### config.mk
export PLATFORM = sky130hd
export DESIGN_NAME = instr_boot_loader
export DESIGN_NICKNAME = d
export VERILOG_FILES = /design/src/rtl/boot_pkg.sv /design/src/rtl/word_assembler.sv /design/src/rtl/instr_boot_loader.sv
export SDC_FILE = /design/constraint.sdc
export NUM_CORES = 1
export LEC_CHECK = 0
export CAP_MARGIN = 20
export CORE_ASPECT_RATIO = 1.1
export CORE_MARGIN = 2
export CORE_UTILIZATION = 49
export DETAILED_ROUTE_END_ITERATION = 16
export PLACE_DENSITY = 0.83
export SYNTH_ARGS = -nofsm -noshare
export SYNTH_HDL_FRONTEND = slang
export SYNTH_SLANG_ARGS = --single-unit
export TNS_END_PERCENT = 100
### constraint.sdc
create_clock -name clk -period 1.99 [get_ports clk]
set_clock_uncertainty 0.1 [all_clocks]
set_input_delay 0.398 -clock clk [delete_from_list [all_inputs] [get_ports clk]]
set_output_delay 0.398 -clock clk [all_outputs]
set_load 0.03 [all_outputs]
### src/rtl/boot_pkg.sv
// Shared types and constants for the instruction-memory boot loader.
package boot_pkg;

  typedef enum logic [2:0] {
    LEN_LO,
    LEN_HI,
    DATA,
    CHECK,
    DONE,
    ERR
  } boot_state_e;

  localparam int HDR_BYTES      = 2;
  localparam int BYTES_PER_WORD = 4;
  localparam int BYTE_CNT_W     = $clog2(BYTES_PER_WORD);

endpackage

### src/rtl/word_assembler.sv
// Packs accepted payload bytes LSB-first into 32-bit words and pulses
// o_word_valid the cycle after the last byte of each word lands.
module word_assembler
  import boot_pkg::*;
(
  input  logic                  i_clk,
  input  logic                  i_rst_n,
  input  logic                  i_clear,
  input  logic                  i_byte_en,
  input  logic [7:0]            i_byte,
  output logic [BYTE_CNT_W-1:0] o_byte_cnt,
  output logic                  o_word_valid,
  output logic [31:0]           o_word
);

  logic [BYTE_CNT_W-1:0] r_byte_cnt;
  logic [31:0]           r_word;
  logic                  r_word_valid;
  logic                  w_last_byte;

  assign w_last_byte = (r_byte_cnt == BYTE_CNT_W'(BYTES_PER_WORD - 1));

  always_ff @(posedge i_clk or negedge i_rst_n) begin
    if (!i_rst_n) begin
      r_byte_cnt   <= '0;
      r_word       <= '0;
      r_word_valid <= 1'b0;
    end else if (i_clear) begin
      r_byte_cnt   <= '0;
      r_word       <= '0;
      r_word_valid <= 1'b0;
    end else begin
      r_word_valid <= i_byte_en && w_last_byte;
      if (i_byte_en) begin
        r_word[{r_byte_cnt, 3'b000} +: 8] <= i_byte;
        r_byte_cnt                        <= r_byte_cnt + 1'b1;
      end
    end
  end

  assign o_byte_cnt   = r_byte_cnt;
  assign o_word_valid = r_word_valid;
  assign o_word       = r_word;

endmodule

### src/rtl/instr_boot_loader.sv
// Framed byte-stream program loader: writes little-endian words into
// instruction memory and releases the CPU only after the XOR checksum matches.
module instr_boot_loader
  import boot_pkg::*;
#(
  parameter int unsigned ADDR_WIDTH = 8,
  parameter int unsigned MAX_WORDS  = 256  // must not exceed 2**ADDR_WIDTH
) (
  input  logic                  clk,
  input  logic                  reset,
  input  logic                  start,
  input  logic                  in_valid,
  input  logic [7:0]            in_data,
  output logic                  in_ready,
  output logic                  imem_we,
  output logic [ADDR_WIDTH-1:0] imem_addr,
  output logic [31:0]           imem_wdata,
  output logic                  cpu_reset,
  output logic                  done,
  output logic                  error,
  output logic [2:0]            dbg_state
);

  // Handshake: a byte moves on a rising edge when in_valid & in_ready;
  // in_ready is combinational and drops while reset is low or start is high.

  boot_state_e           r_state;
  logic [7:0]            r_len_lo;
  logic [ADDR_WIDTH:0]   r_num_words;
  logic [ADDR_WIDTH:0]   r_word_cnt;
  logic [7:0]            r_csum;
  logic [ADDR_WIDTH-1:0] r_imem_addr;
  logic                  r_cpu_reset;
  logic                  r_done;
  logic                  r_error;

  logic                  w_accept;
  logic                  w_data_byte;
  logic                  w_last_byte;
  logic [15:0]           w_len;
  logic [BYTE_CNT_W-1:0] w_byte_cnt;
  logic                  w_word_valid;
  logic [31:0]           w_word;

  assign in_ready    = reset && !start && (r_state != DONE) && (r_state != ERR);
  assign w_accept    = in_valid && in_ready;
  assign w_data_byte = w_accept && (r_state == DATA);
  assign w_last_byte = (w_byte_cnt == BYTE_CNT_W'(BYTES_PER_WORD - 1));
  assign w_len       = {in_data, r_len_lo};

  word_assembler u_word_assembler (
    .i_clk        (clk),
    .i_rst_n      (reset),
    .i_clear      (start),
    .i_byte_en    (w_data_byte),
    .i_byte       (in_data),
    .o_byte_cnt   (w_byte_cnt),
    .o_word_valid (w_word_valid),
    .o_word       (w_word)
  );

  always_ff @(posedge clk or negedge reset) begin
    if (!reset) begin
      r_state     <= LEN_LO;
      r_len_lo    <= '0;
      r_num_words <= '0;
      r_word_cnt  <= '0;
      r_csum      <= '0;
      r_imem_addr <= '0;
      r_cpu_reset <= 1'b1;
      r_done      <= 1'b0;
      r_error     <= 1'b0;
    end else if (start) begin
      r_state     <= LEN_LO;
      r_len_lo    <= '0;
      r_num_words <= '0;
      r_word_cnt  <= '0;
      r_csum      <= '0;
      r_imem_addr <= '0;
      r_cpu_reset <= 1'b1;
      r_done      <= 1'b0;
      r_error     <= 1'b0;
    end else if (w_accept) begin
      case (r_state)
        LEN_LO: begin
          r_len_lo <= in_data;
          r_state  <= LEN_HI;
        end
        LEN_HI: begin
          if (w_len == 16'd0) begin
            r_state <= CHECK;
          end else if (32'(w_len) > MAX_WORDS) begin
            r_state <= ERR;
            r_error <= 1'b1;
          end else begin
            r_num_words <= w_len[ADDR_WIDTH:0];
            r_state     <= DATA;
          end
        end
        DATA: begin
          r_csum <= r_csum ^ in_data;
          // The address is latched here so it lines up with the
          // assembler's word_valid pulse one cycle later.
          if (w_last_byte) begin
            r_imem_addr <= r_word_cnt[ADDR_WIDTH-1:0];
            r_word_cnt  <= r_word_cnt + 1'b1;
            if (r_word_cnt == r_num_words - 1'b1) begin
              r_state <= CHECK;
            end
          end
        end
        CHECK: begin
          if (in_data == r_csum) begin
            r_state     <= DONE;
            r_done      <= 1'b1;
            r_cpu_reset <= 1'b0;
          end else begin
            r_state <= ERR;
            r_error <= 1'b1;
          end
        end
        default: r_state <= r_state;
      endcase
    end
  end

  assign imem_we    = w_word_valid;
  assign imem_addr  = r_imem_addr;
  assign imem_wdata = w_word;
  assign cpu_reset  = r_cpu_reset;
  assign done       = r_done;
  assign error      = r_error;
  assign dbg_state  = r_state;

endmodule

==> reports/metrics.yaml, run 1 <==
route:
  drcViolationCount: 0
  ant_nets: 0
  first_iter_violations: 202
  avgViaCountPerCell: 5.352
  first_pass_iters: 4
  wire_per_inst_microns: 16.20
  vias: 3302
  wirelength_mm: 9.993
timing:
  rsz0062_at_grt: "true"
  fin_ws_ns: -0.03844
  max_freq_mhz: 493.0
  setup_viol: 4
  period_share_pct: 101.9
  tightestPinTransition_ns: 0.9334
  fin_crit_ns: 2.028
  slew-limit-headroom_pct: 37.77
  slew_viol_final: 0
  fin_tns_setup_ns: -0.1454
  hold_ws_ns: 0.02349
  hold_viol: 0
floorplan:
  io_pins: 60
  dieArea_sq_um: 8703
  core_area_sq_um: 7828
  num_rows: 34
  die_x_microns: 89.13
  start_util_pct: 49.90
  die_h_microns: 97.65
min_path:
  hp-class: "input pin to async pin"
run_status:
  violations: "setup timing"
  status: "complete, but fails checks"
logic_synthesis:
  synth_cell_types: 45
  synth_seq_area_share_pct: 53.20
  ys_async_sr_fraction_pct: 100.0
  syn_area_sq_um: 3906
  syn-num-nets: 423
  yosysWarningCount: 0
  synthCells: 405
  ys_ff_latch: 83
  post_synth.cell_area_avg_sq_um: 9.645
  synth_edf_count: 0
  synthFlopType: "dfrtp_1"
power_and_ir_drop:
  power_mw: 3.292
  irDropWorstVdd_mv: 0.3783
  power_leakage_nw: 2.306
  p_per_area_nw_per_um2: 624.4
clock_tree:
  clockBufferDepth: 2
  path_clk_slew_ns: 0.09
  clock_latency_ns: 0.35
  cts_sinks: 83
  htree_num_levels: 3
  clock-root-buffer: "clkbuf_8"
  cts_buffers: 9
  cts_tree: "built"
worst_setup_path:
  crit_chain: "or4_4, nor3_2, buf_4, nor4_4, buf_6, buf_6, a22o_2"
  critPathTopFamily: "simple AND/OR/NAND/NOR gates"
  cp_common_cell: "buf_6"
  slowest_stage: "or4_4"
  crit_type: "flip-flop to flip-flop"
  cp_max_fo: 6
  critPathLaunchType: "flip-flop"
  cp-end-kind: "flip-flop"
  crit_required_ns: 2.14
  max_stage_delay_ns: 0.56
  crit_buf_inv: 3
  worstPathArrival_ns: 2.18
cells_and_area:
  diodes: 0
  drive_gt1_share_pct: 19.65
  fin_cells: 617
  stdcell_area_sq_um: 5273
  area_growth_pct: 34.98
  finish.utilization_pct: 67.36
  nets: 522
placed_design:
  placed_area_sq_um: 4935
  dp_slack_ns: -0.3361
  io_buffers: 59
  place.gp.congestion: 0.8640
  dp_hpwl_mm: 7.049
  dpl.cell_count: 595
grt:
  grt_pass1_vias: 3348
  gr-usage-all-layers_pct: 24.05
  grt_max_degree: 76
  grt_pass1_wl_mm: 16.09
  antenna_found_initial: 0
  overflow: 0
flow_run:
  cap_violations: 0
-- where the power goes --
group / internal [mW] / switching, mW
combinational: 0.133 / 0.192
sequential: 1.71 / 0.0155
clock: 0.619 / 0.626
-- Yosys cell counts, types with 5 or more instances --
cell / number / area share (%)
dfrtp_1: 82 / 53
nand2_1: 80 / 7.7
nor2_1: 36 / 3.5
o21ai_0: 36 / 4.6
clkbuf_1: 23 / 2.2
xnor2_1: 21 / 4.7
xor2_1: 15 / 3.4
a22o_1: 12 / 2.7
inv_1: 11 / 1.1
nand3_1: 11 / 1.4
nor3_1: 10 / 1.3
mux2i_1: 8 / 2.1
nand4_1: 7 / 1.1
a21oi_1: 6 / 0.77
ha_1: 6 / 1.9
a22o_2: 5 / 1.3
-- final timing paths --
path | end | slack (ns) | cells after the start | startpoint
setup reg to reg | r_num_words[1] | -0.04 | 7 | r_len_lo[3]
min in group clk | u_word_assembler.o_word[27] | 0.39 | 2 | u_word_assembler.o_word[27]
max in group asynchronous | r_num_words[2] | 0.95 | 2 | reset
hold / removal | cpu_reset | 0.02 | 2 | reset
setup / recovery | r_num_words[1] | -0.04 | 7 | r_len_lo[3]
hold reg to reg | u_word_assembler.o_word[27] | 0.39 | 2 | u_word_assembler.o_word[27]
-- layer usage --
metal | vias to the layer above | wire length, microns | track usage (%) | share of wire [%]
li1 | 1570 | - | - | -
met1 | 1590 | 4109 | 30.54 | 41
met2 | 123 | 5101 | 39.66 | 51
met3 | 19 | 594 | 4.333 | 5.9
met4 | 0 | 188 | 10.22 | 1.9
met5 | - | 0 | 0 | 0
-- final cells by class --
class,instances,area [sq um]
multi-input cells,286,1784
clock inverters,5,61.31
flip-flops and latches,83,2082
inverters,11,41.29
repair buffers,113,1027
fillers,612,2555
clock buffers,11,141.4
well taps,108,135.1
-- registers in the layout, indices dropped and copies added, names as in the netlist --
register	count
r_csum	8
u_word_assembler.o_word_valid	1
cpu_reset	1
u_word_assembler.o_byte_cnt	2
r_num_words	9
done	1
r_word_cnt	9
error	1
u_word_assembler.o_word	32
dbg_state	3
r_len_lo	8
imem_addr	8
-- placed cells by master, fill, tap and decap left out, drive strengths merged, types with 2 or more instances in the layout --
cell type       n
dfrtp          82
nand2          80
buf            55
clkdlybuf4s50  52
o21ai          36
nor2           36
xnor2          21
a22o           17
xor2           15
inv            12
nand3          11
clkbuf         11
nor3           10
mux2i           8
nand4           7
ha              6
a21oi           6
nor4            5
dlygate4sd2     4
clkinvlp        3
or4             3
o21a            3
and2            2
-- logic make-up (layout without fill, tap and decap cells) --
group,count (synthesis),after routing,synth area share (%)
xor+xnor,36,36,8.072
flops,83,83,53.20
simple gates,164,164,19.19
compound gates,72,72,12.08
mux,8,8,2.050
buf+inv,36,140,3.491
fa+ha+maj,6,6,1.922
-- what timing repair did --
item                       CTS  global route
cloned                       0             0
setup endpoints to repair   14            33
hold buffers                 1             0
hold endpoints to repair     7             0
pin swaps                    2             5
resized for setup           13            12
buffers inserted             4             2
(Power assumes the default switching activity.)
==> run 2, diff against run 1 <==
CAP_MARGIN = default   (was 20)
clock period = 1.7 ns   (was 1.99 ns; I/O delays follow)
==> reports/metrics.yaml, run 2 (synthesized netlist as in run 1, its figures left out) <==
timing:
  hold_viol: 0
  max_freq_mhz: 492.5
  fin_tns_setup_ns: -4.280
  setup_viol: 42
  tightestPinTransition_ns: 0.6105
  period_share_pct: 119.4
  hold_ws_ns: 0.04775
  fin_crit_ns: 2.030
  fin_ws_ns: -0.3303
  slew-limit-headroom_pct: 59.30
  rsz0062_at_grt: "true"
  slew_viol_final: 0
run_status:
  violations: "setup timing"
  status: "complete, but fails checks"
clock_tree:
  cts_buffers: 9
  htree_num_levels: 3
  clock-root-buffer: "clkbuf_8"
  cts_sinks: 83
  cts_tree: "built"
  path_clk_slew_ns: 0.09
  clockBufferDepth: 2
  clock_latency_ns: 0.36
cells_and_area:
  nets: 552
  drive_gt1_share_pct: 31.17
  final_common_cell: "dfrtp_1"
  stdcell_area_sq_um: 5812
  area_growth_pct: 48.78
  diodes: 0
  final_cell_mix: "dfrtp_1 (80), nand2_1 (67), buf_4 (63)"
  largest_register_ffs: 32
placed_design:
  place.gp.congestion: 0.8244
  dp_hpwl_mm: 7.311
  io_buffers: 59
  placed_area_sq_um: 5235
power_and_ir_drop:
  power_mw: 3.961
  power_leakage_nw: 2.830
  p_per_area_nw_per_um2: 681.6
  irDropWorstVdd_mv: 0.5163
worst_setup_path:
  worstPathArrival_ns: 2.23
  crit_required_ns: 1.90
  cp-end-kind: "flip-flop"
  critPathLaunchType: "flip-flop"
  crit_type: "flip-flop to flip-flop"
  cp_max_fo: 2
route:
  avgViaCountPerCell: 5.391
  wire_per_inst_microns: 17.13
  wirelength_mm: 11.08
  vias: 3488
  ant_nets: 0
  first_iter_violations: 189
  first_pass_iters: 4
  drcViolationCount: 0
grt:
  grt_pass1_wl_mm: 17.36
  antenna_found_initial: 0
  gr-usage-all-layers_pct: 26.15
  grt_pass1_vias: 3470
  grt_max_degree: 49
  overflow: 0
flow_run:
  cap_violations: 0
floorplan:
  core_area_sq_um: 7828
  die_x_microns: 89.13
  die_h_microns: 97.65
  io_pins: 60
  start_util_pct: 49.90
  num_rows: 34
  dieArea_sq_um: 8703
min_path:
  hp-class: "input pin to async pin"
==> run 2: cell types whose count changed in the layout (fill, tap and decap cells not counted), sizes merged, moves of 3 or more <==
cell / change
dlymetal6s2s: +4
clkdlybuf4s50: -47
buf: +31
clkdlybuf4s15: +3
dlygate4sd2: +39
==> run 2: metrics by stage <==
stage | instances | util (%) | worst slack, ns
detailed placement | 617 | 66.88 | -0.6112
global route | 647 | 74.25 | -0.3964
global placement | 617 | 66.88 | -0.4707
floorplan | 405 | - | -0.4276
CTS | 636 | 70.46 | -0.3320
finish | 647 | 74.25 | -0.3303
==> run 2: per-layer routing <==
| metal | wire length [microns] | GRT usage [%] |
|---|---|---|
| met1 | 4659 | 34.53 |
| met2 | 5629 | 42.05 |
| met3 | 528 | 6.032 |
| met4 | 263 | 8.726 |
| met5 | 0 | 0 |
==> run 2: final cells by class <==
| class | instances | area (sq um) |
|---|---|---|
| fillers | 567 | 2016 |
| well taps | 108 | 135.1 |
| clock inverters | 6 | 71.32 |
| inverters | 11 | 48.80 |
| clock buffers | 10 | 137.6 |
| flip-flops and latches | 83 | 2081 |
| repair buffers | 143 | 1315 |
| multi-input cells | 286 | 2023 |
==> run 2: worst paths after layout <==
check                                            from                              to  slack, ns  depth (start not counted)
min reg2reg                u_word_assembler.o_word[1]      u_word_assembler.o_word[1]       0.39                          2
min                                             reset  u_word_assembler.o_byte_cnt[1]       0.05                          3
max                                       r_len_lo[2]                    dbg_state[0]      -0.33                          7
min in group clk                           in_data[4]     u_word_assembler.o_word[12]       0.30                          4
max in group asynchronous                       reset                   r_word_cnt[6]       0.78                          4
max reg2reg                               r_len_lo[2]                    dbg_state[0]      -0.33                          7
==> run 2: timing repair <==
item,4_1_cts,5_1_grt
resized for setup,84,56
setup buffers,4,13
pin swaps,20,40
hold buffers,1,0
setup endpoints to repair,94,64
hold endpoints to repair,6,0
==> run 2: report_power, final <==
part / internal, mW / switching [mW]
clock: 0.732 / 0.775
sequential: 2.00 / 0.0146
combinational: 0.189 / 0.252
==> run 2: worst max-delay path: stages, from the launching register on <==
cell and delay [ns]:
dfrtp_1 0.38, or4_4 0.56, nor3_2 0.18, buf_4 0.16
nor3_2 0.05, buf_4 0.14, o211ai_1 0.19, o2111a_1 0.22
==> run 3, diff against run 2 <==
SETUP_SLACK_MARGIN = 0.2   (was default)
==> reports/metrics.yaml, run 3 (synthesized netlist as in run 1, its figures left out) <==
power_and_ir_drop:
  pwr-share-comb_pct: 14.1
  power_leakage_nw: 3.146
  p_sw_mw: 1.118
  power_mw: 4.039
  p_int_mw: 2.921
  p_per_area_nw_per_um2: 635.3
  power_frac_seq_pct: 50.2
  p_clk_share_pct: 35.8
  swShare_pct: 27.68
  irDropWorstVdd_mv: 0.4611
floorplan:
  start_util_pct: 49.90
  num_rows: 34
  die_h_microns: 97.65
  core_area_sq_um: 7828
  dieArea_sq_um: 8703
  io_pins: 60
  die_x_microns: 89.13
cells_and_area:
  diodes: 0
  nets: 573
  finish.utilization_pct: 81.22
  largest_register_ffs: 32
  drive_gt1_share_pct: 53.21
  multi_input_area_sq_um: 2450
  seq_area_sq_um: 2083
  area_growth_pct: 62.75
  final_common_cell: "dfrtp_1"
  fin_cells: 668
  fillers: 416
  final_cell_mix: "dfrtp_1 (78), buf_4 (56), buf_6 (43)"
worst_setup_path:
  crit_type: "flip-flop to flip-flop"
  cp_common_cell: "buf_6"
  crit_buf_inv: 3
  cp-end-kind: "flip-flop"
  worstPathArrival_ns: 2.22
  critPathTopFamily: "simple AND/OR/NAND/NOR gates"
  max_stage_delay_ns: 0.57
  crit_required_ns: 1.85
  slowest_stage: "or4_4"
  cp_max_fo: 6
  critPathLaunchType: "flip-flop"
  crit_chain: "or4_4, nor3_4, buf_6, nor4_4, buf_6, buf_6, a22o_2"
  reg2reg_slack_ns: -0.37
timing:
  hold_viol: 0
  setup_viol: 81
  slew-limit-headroom_pct: 50.23
  fin_tns_setup_ns: -13.81
  tightestPinTransition_ns: 0.7465
  rsz0062_at_grt: "true"
  slew_viol_final: 0
  fin_crit_ns: 2.070
  max_freq_mhz: 483.1
  period_share_pct: 121.8
  fin_ws_ns: -0.3699
run_status:
  status: "complete, but fails checks"
  violations: "setup timing"
clock_tree:
  cts_sinks: 83
  cts_buffers: 9
  clock_latency_ns: 0.37
  clockBufferDepth: 2
  path_clk_slew_ns: 0.09
  htree_num_levels: 3
  clock-root-buffer: "clkbuf_8"
  cts_tree: "built"
placed_design:
  dp_hpwl_mm: 7.460
  io_buffers: 59
  dpl.cell_count: 604
  place.gp.congestion: 0.9305
route:
  drcViolationCount: 0
  avgViaCountPerCell: 6.055
  first_iter_violations: 252
  ant_nets: 0
  vias: 4045
  wirelength_mm: 15.02
  wire_per_inst_microns: 22.49
  first_pass_iters: 5
grt:
  grt_pass1_vias: 4198
  overflow: 0
  antenna_found_initial: 0
  grt_pass1_wl_mm: 22.13
  grt_max_degree: 60
  gr-usage-all-layers_pct: 34.11
flow_run:
  cap_violations: 0
min_path:
  hp-class: "input pin to async pin"
run 3: metal layers:
metal	vias to the layer above	GRT usage, %	routed length, microns
met2	248	58.12	7685
met1	2019	37.68	5285
met4	0	21.24	1037
li1	1685	-	-
met5	-	0	0
met3	93	6.882	1015
run 3: final timing paths:
check / cells past startpoint / to / start
max: 7 / r_num_words[1] / r_len_lo[7]
min: 3 / u_word_assembler.o_byte_cnt[1] / reset
max reg2reg: 7 / r_num_words[1] / r_len_lo[7]
min reg2reg: 1 / u_word_assembler.o_word[19] / u_word_assembler.o_word[19]
max in group asynchronous: 4 / dbg_state[0] / reset
min in group clk: 1 / u_word_assembler.o_word[19] / u_word_assembler.o_word[19]
run 3: power by group through the flow:
stage | combinational (mW) | sequential (mW) | clock (mW)
final | 0.568 | 2.03 | 1.44
after floorplan | 0.145 | 2.09 | 0
after detailed placement | 0.389 | 2.05 | 0
after global placement | 0.379 | 2.05 | 0
after global routing | 0.593 | 2.03 | 1.52
after CTS | 0.512 | 2.02 | 1.40
run 3: worst register-to-register path, stage by stage (launching register included):
cell	delay [ns]
dfrtp_1	0.39
or4_4	0.57
nor3_4	0.19
buf_6	0.14
nor4_4	0.05
buf_6	0.15
buf_6	0.12
a22o_2	0.23
run 3: layout make-up:
cell class	instances	area share (%)
Clock inverter	4	0.8069
Tap cell	108	2.126
Clock buffer	12	2.126
Multi-Input combinational cell	287	38.54
Timing Repair Buffer	163	22.87
Sequential cell	83	32.77
Inverter	11	0.7676
run 3: through the flow:
step / hold WS, ns / instance area (sq um) / setup slack [ns]
after detailed placement: 0.1667 / 5171 / -0.6178
after global placement: 0.1661 / 5171 / -0.5437
after CTS: 0.1871 / 6157 / -0.3273
after global routing: 0.2273 / 6357 / -0.4124
after floorplan: -0.05559 / 4168 / -0.4276
final: 0.1401 / 6357 / -0.3699
run 3: timing repair:
action,in CTS,in global routing
pin swaps,60,29
buffers inserted,31,10
hold endpoints to repair,4,0
hold buffers,2,0
gates cloned,5,0
setup endpoints to repair,130,118
resized for setup,287,144
